--- src/rtl/cpu_pkg.sv ---
// cpu_pkg
// Shared definitions for the CPU front end.
//   fetch_state_t     - state encoding of the fetch FSM
//   PC_WIDTH          - width of program counter, fetch address and instruction word
//   OPC_HLT           - major opcode (instr[15:12]) of the halt instruction
//   RESET_PC_DEFAULT  - default PC loaded on reset
package cpu_pkg;

  localparam int unsigned PC_WIDTH = 16;

  localparam logic [3:0]          OPC_HLT          = 4'hF;
  localparam logic [PC_WIDTH-1:0] RESET_PC_DEFAULT = 16'h0000;

  typedef enum logic [1:0] {
    IDLE   = 2'd0,
    REQ    = 2'd1,
    HOLD   = 2'd2,
    HALTED = 2'd3
  } fetch_state_t;

  // Major opcode field of an instruction word.
  function automatic logic [3:0] opcode_of(input logic [PC_WIDTH-1:0] word);
    return word[PC_WIDTH-1 -: 4];
  endfunction

endpackage

--- src/rtl/pc_fetch.sv ---
// pc_fetch
// Instruction-fetch stage. Owns the architectural PC, fetches the word at
// pc_cur through a request/ready handshake, holds it for the datapath and,
// when the datapath accepts it, retires it and loads next_pc from the branch
// logic. Stops for good (until rst) on the halt opcode or on an odd next_pc.
//
// Ports
//   clk           in   clock, all state changes on the rising edge
//   rst           in   synchronous active-high reset
//   imem_req      out  fetch request, high only in REQ
//   imem_addr     out  fetch address (always pc_cur)
//   imem_ready    in   one-cycle pulse, imem_data valid in the same cycle
//   imem_data     in   fetched instruction word
//   pc_cur        out  current PC, feeds the branch logic
//   next_pc       in   next PC from the branch logic, sampled on retire only
//   instr         out  held instruction word
//   instr_valid   out  instr is valid (HOLD)
//   instr_accept  in   datapath consumes instr this cycle (retire)
//   halted        out  fetch stopped on HLT or fault
//   fault         out  halt was caused by an odd next_pc
//   retire_count  out  retired instruction count, wraps at 2^16
module pc_fetch
  import cpu_pkg::*;
#(
  parameter logic [PC_WIDTH-1:0] RESET_PC    = RESET_PC_DEFAULT,
  parameter logic [3:0]          HALT_OPCODE = OPC_HLT
) (
  input  logic                clk,
  input  logic                rst,
  output logic                imem_req,
  output logic [PC_WIDTH-1:0] imem_addr,
  input  logic                imem_ready,
  input  logic [PC_WIDTH-1:0] imem_data,
  output logic [PC_WIDTH-1:0] pc_cur,
  input  logic [PC_WIDTH-1:0] next_pc,
  output logic [PC_WIDTH-1:0] instr,
  output logic                instr_valid,
  input  logic                instr_accept,
  output logic                halted,
  output logic                fault,
  output logic [15:0]         retire_count
);

  fetch_state_t        state_reg, state_next;
  logic [PC_WIDTH-1:0] pc_reg, pc_next;
  logic [PC_WIDTH-1:0] instr_reg, instr_next;
  logic [15:0]         retire_count_reg, retire_count_next;
  logic                fault_reg, fault_next;

  // State and datapath registers.
  always_ff @(posedge clk) begin
    if (rst) begin
      state_reg        <= IDLE;
      pc_reg           <= RESET_PC;
      instr_reg        <= '0;
      retire_count_reg <= '0;
      fault_reg        <= 1'b0;
    end else begin
      state_reg        <= state_next;
      pc_reg           <= pc_next;
      instr_reg        <= instr_next;
      retire_count_reg <= retire_count_next;
      fault_reg        <= fault_next;
    end
  end

  // Next-state logic. Handshake inputs only matter in the state that owns
  // them, so a stray imem_ready or instr_accept elsewhere falls through to
  // the hold-everything defaults.
  always_comb begin
    state_next        = state_reg;
    pc_next           = pc_reg;
    instr_next        = instr_reg;
    retire_count_next = retire_count_reg;
    fault_next        = fault_reg;

    unique case (state_reg)
      IDLE: begin
        state_next = REQ;
      end

      REQ: begin
        if (imem_ready) begin
          instr_next = imem_data;
          state_next = HOLD;
        end
      end

      HOLD: begin
        if (instr_accept) begin
          // Every accepted instruction retires, including a HLT or one
          // whose successor turns out to be misaligned.
          retire_count_next = retire_count_reg + 16'd1;
          if (opcode_of(instr_reg) == HALT_OPCODE) begin
            // pc stays on the HLT so software can see where it stopped
            state_next = HALTED;
          end else if (next_pc[0]) begin
            fault_next = 1'b1;
            state_next = HALTED;
          end else begin
            pc_next    = next_pc;
            state_next = REQ;
          end
        end
      end

      HALTED: begin
        state_next = HALTED;
      end

      default: begin
        state_next = IDLE;
      end
    endcase
  end

  // Outputs come from registers or the state decode only.
  assign imem_req     = (state_reg == REQ);
  assign instr_valid  = (state_reg == HOLD);
  assign halted       = (state_reg == HALTED);
  assign imem_addr    = pc_reg;
  assign pc_cur       = pc_reg;
  assign instr        = instr_reg;
  assign fault        = fault_reg;
  assign retire_count = retire_count_reg;

endmodule

--- config.mk ---
export PLATFORM = sky130hd
export DESIGN_NAME = pc_fetch
export DESIGN_NICKNAME = d
export VERILOG_FILES = /design/src/rtl/cpu_pkg.sv /design/src/rtl/pc_fetch.sv
export SDC_FILE = /design/constraint.sdc
export NUM_CORES = 1
export LEC_CHECK = 0
export CORE_MARGIN = 2
export CORE_UTILIZATION = 40
export CTS_CLUSTER_DIAMETER = 80
export DETAILED_ROUTE_END_ITERATION = 16
export PLACE_DENSITY_LB_ADDON = 0.15
export SYNTH_ARGS = -nofsm -noshare
export SYNTH_HDL_FRONTEND = slang
export SYNTH_SLANG_ARGS = --single-unit
--- constraint.sdc ---
create_clock -name clk -period 1.8 [get_ports clk]
set_input_delay 0.18 -clock clk [delete_from_list [all_inputs] [get_ports clk]]
set_output_delay 0.18 -clock clk [all_outputs]
set_load 0.02 [all_outputs]
==> key figures <==
Routing
  • DRT Pass-1 Iters: 4
  • Routed WL: 4970 µm
  • 1st-iter DRT viols: 52
  • Vias: 1912
  • Routed vias/inst: 4.77
  • Wire per inst: 12.4 µm
  • Post-route DRC: 0
  • Antenna Nets Post-Route: 0

Placement
  • Placer congestion estimate: 0.715
  • Post-placement cell count: 393
  • Post-DP HPWL: 3730 µm
  • Number of buffers added on ports: 101
  • DP Worst Slack: 0.0461 ns
  • Instance area at placement: 3140 µm²

Synth
  • Ys async rst share: 0
  • Main synth FF type: dfxtp_1
  • Synth Warn #: 0
  • Mapped Area: 2130 µm²
  • Area leader, netlist: dfxtp_1
  • Synthesized flop and latch total: 50
  • Syn avg cell area: 8.91 µm²
  • Seq/Total Area, Yosys: 0.470
  • Synth top area share: 0.470
  • Synth area leaders: dfxtp_1 (47%), mux2i_1 (7.1%), nand2_1 (6.9%)
  • Post-synth EDFFs: 0
  • Yosys cell types: 40
  • Gate Count Post-Synth: 239

Power
  • Peak VDD IR: 471 µV
  • Pwr Density: 651 nW/µm²
  • P_leak: 1.26 nW

STA
  • Max Clk Rate: 593 MHz
  • Fin. Hold Viols: 0
  • RSZ-0062 raised after global routing: no
  • Fin Setup TNS: 0 ns
  • Fin worst setup slack: 0.113 ns
  • Final setup violation count: 0
  • Fin. max-slew vios: 0
  • Crit path time final: 1.69 ns
  • Final worst path period share: 0.937
  • Setup Skew: 0.00715 ns

Clocking
  • TritonCTS Buffers: 5
  • CTS max path bufs: 2
  • H-tree depth: 2
  • Worst-Skew Late Latency: 0.30 ns
  • Clock Pin Slew Worst Setup and Hold Paths: 0.09 ns
  • Clock root cell: clkbuf_8
  • TritonCTS clock tree: yes
  • CTS Sinks: 50

Global route
  • Antenna violations before repair: 0
  • Global-route wire length before repair: 8460 µm
  • Grt total ovfl: 0
  • All-Layer GR Usage: 0.176
  • Vias in the first global route: 1777
  • Pin count of the biggest net entering global routing: 29

Floorplan
  • Rows: 26
  • Die W: 77.0 µm
  • Die ar.: 5920 µm²
  • Starting density of the core: 0.417
  • Boundary Pins: 104
  • Die Y: 77.0 µm
  • Core area: 5110 µm²

Worst hold path
  • HP Class: primary input to flip-flop

Worst setup path
  • Crit-path cells: and2b_1, clkdlybuf4s50_1
  • Crit path capture type: primary output
  • Max incr delay on CP: 0.62 ns
  • Worst-path maximum fanout: 7
  • CP Launch Type: flip-flop
  • Setup CP Type: flip-flop to primary output
  • Req. time, crit path: 1.62 ns
  • Critical path data arrival time: 1.51 ns
  • CP max-delay cell: clkdlybuf4s50_1

Layout
  • Final Cell Area: 3230 µm²
  • Diodes inserted: 0
  • Layout cells sized above 1: 0.0906
  • Nets: 367
  • Area Growth Syn to Fin: 51.6%
  • Post-route insts no fill: 401

Status
  • Status: finished, final reports clean

Flow run
  • Max cap viols: 0
-- logic make-up (layout without fill, tap and decap cells) --
| group | count (synthesis) | in the layout | share of synthesized area |
|---|---|---|---|
| AO/OA/AOI/OAI | 27 | 27 | 0.0687 |
| XOR/XNOR | 11 | 11 | 0.0452 |
| adder cells (fa/ha/maj) | 1 | 1 | 0.00587 |
| buffers and inverters | 32 | 123 | 0.0922 |
| flip-flops | 50 | 50 | 0.470 |
| multiplexers | 16 | 16 | 0.0776 |
| other | 1 | 2 | 0.00176 |
| AND/OR/NAND/NOR | 101 | 101 | 0.239 |
-- final cells by class --
class	instances	area, µm²
multi-input cells	158	936
flip-flops and latches	50	1000
well taps	70	87.6
inverters	3	11.3
clock inverters	1	5.00
fillers	472	1880
clock buffers	7	86.3
repair buffers	112	1100
-- layer usage --
metal  vias up  GRT usage  wire [µm]
met1       883      0.205       2160
met5         -          0          0
met2        62      0.295       2330
li1        961          -          -
met4         0     0.0545         58
met3         6     0.0718        420
-- worst max-delay path, delay by kind of cell (launching register included) --
kind	cells	cell delay, ns
buffers and inverters	1	0.62
DFF	1	0.36
and+or+nand+nor	1	0.23
-- worst paths after layout --
kind,end,slack (ns),start,depth (start not counted)
max,instr_valid,0.11,state_reg[0]$_SDFFE_PP0P_,2
min,instr[1]$_SDFFE_PP0P_,0.17,rst,2
max reg2reg,retire_count[15]$_SDFFE_PP0P_,0.24,retire_count[1]$_SDFFE_PP0P_,5
min reg2reg,instr[7]$_SDFFE_PP0P_,0.46,instr[7]$_SDFFE_PP0P_,2
-- cells in the mapped netlist (2+ instances only) --
cell / count
xnor2_1: 9
mux2i_1: 15
clkbuf_1: 8
nor2b_1: 2
nor4_1: 3
a21oi_1: 21
nor3_1: 3
dfxtp_1: 50
nand3_1: 3
nand4_2: 2
inv_1: 3
o21ai_0: 2
or3_1: 3
buf_4: 18
nand2_1: 39
nand3_2: 2
xor2_1: 2
nand4_1: 4
nor2_1: 29
-- power by group --
group / total [mW] / internal, mW / switching [mW]
logic: 0.282 / 0.154 / 0.127
clock network: 0.667 / 0.311 / 0.357
registers: 1.15 / 1.13 / 0.0199
-- placed cells by master, fill, tap and decap left out, types with 3 or more instances in the layout --
| cell type | Yosys | layout |
|---|---|---|
| nand4_1 | 4 | 4 |
| or3_1 | 3 | 3 |
| a21oi_1 | 21 | 21 |
| inv_1 | 3 | 3 |
| nor4_1 | 3 | 3 |
| dfxtp_1 | 50 | 49 |
| clkdlybuf4s50_1 | 0 | 100 |
| nor2_1 | 29 | 29 |
| nand3_1 | 3 | 3 |
| nor3_1 | 3 | 3 |
| clkbuf_8 | 0 | 6 |
| buf_4 | 18 | 10 |
| mux2i_1 | 15 | 15 |
| nand2_1 | 39 | 39 |
| xnor2_1 | 9 | 9 |
-- what timing repair did --
item,CTS,global route
setup buffers,0,0
hold buffers,0,0
resized for setup,0,1
setup endpoints to repair,0,1
-- per-stage QoR --
stage | hold WS [ns] | utilization | total power, mW
3_3_place_gp | 0.442 | 0.614 | 1.46
3_5_place_dp | 0.449 | 0.614 | 1.46
5_1_grt | 0.192 | 0.632 | 2.20
2_1_floorplan | 0.316 | - | 1.31
6_report | 0.175 | 0.632 | 2.10
4_1_cts | 0.170 | 0.632 | 2.13
(Power assumes the default switching activity.)
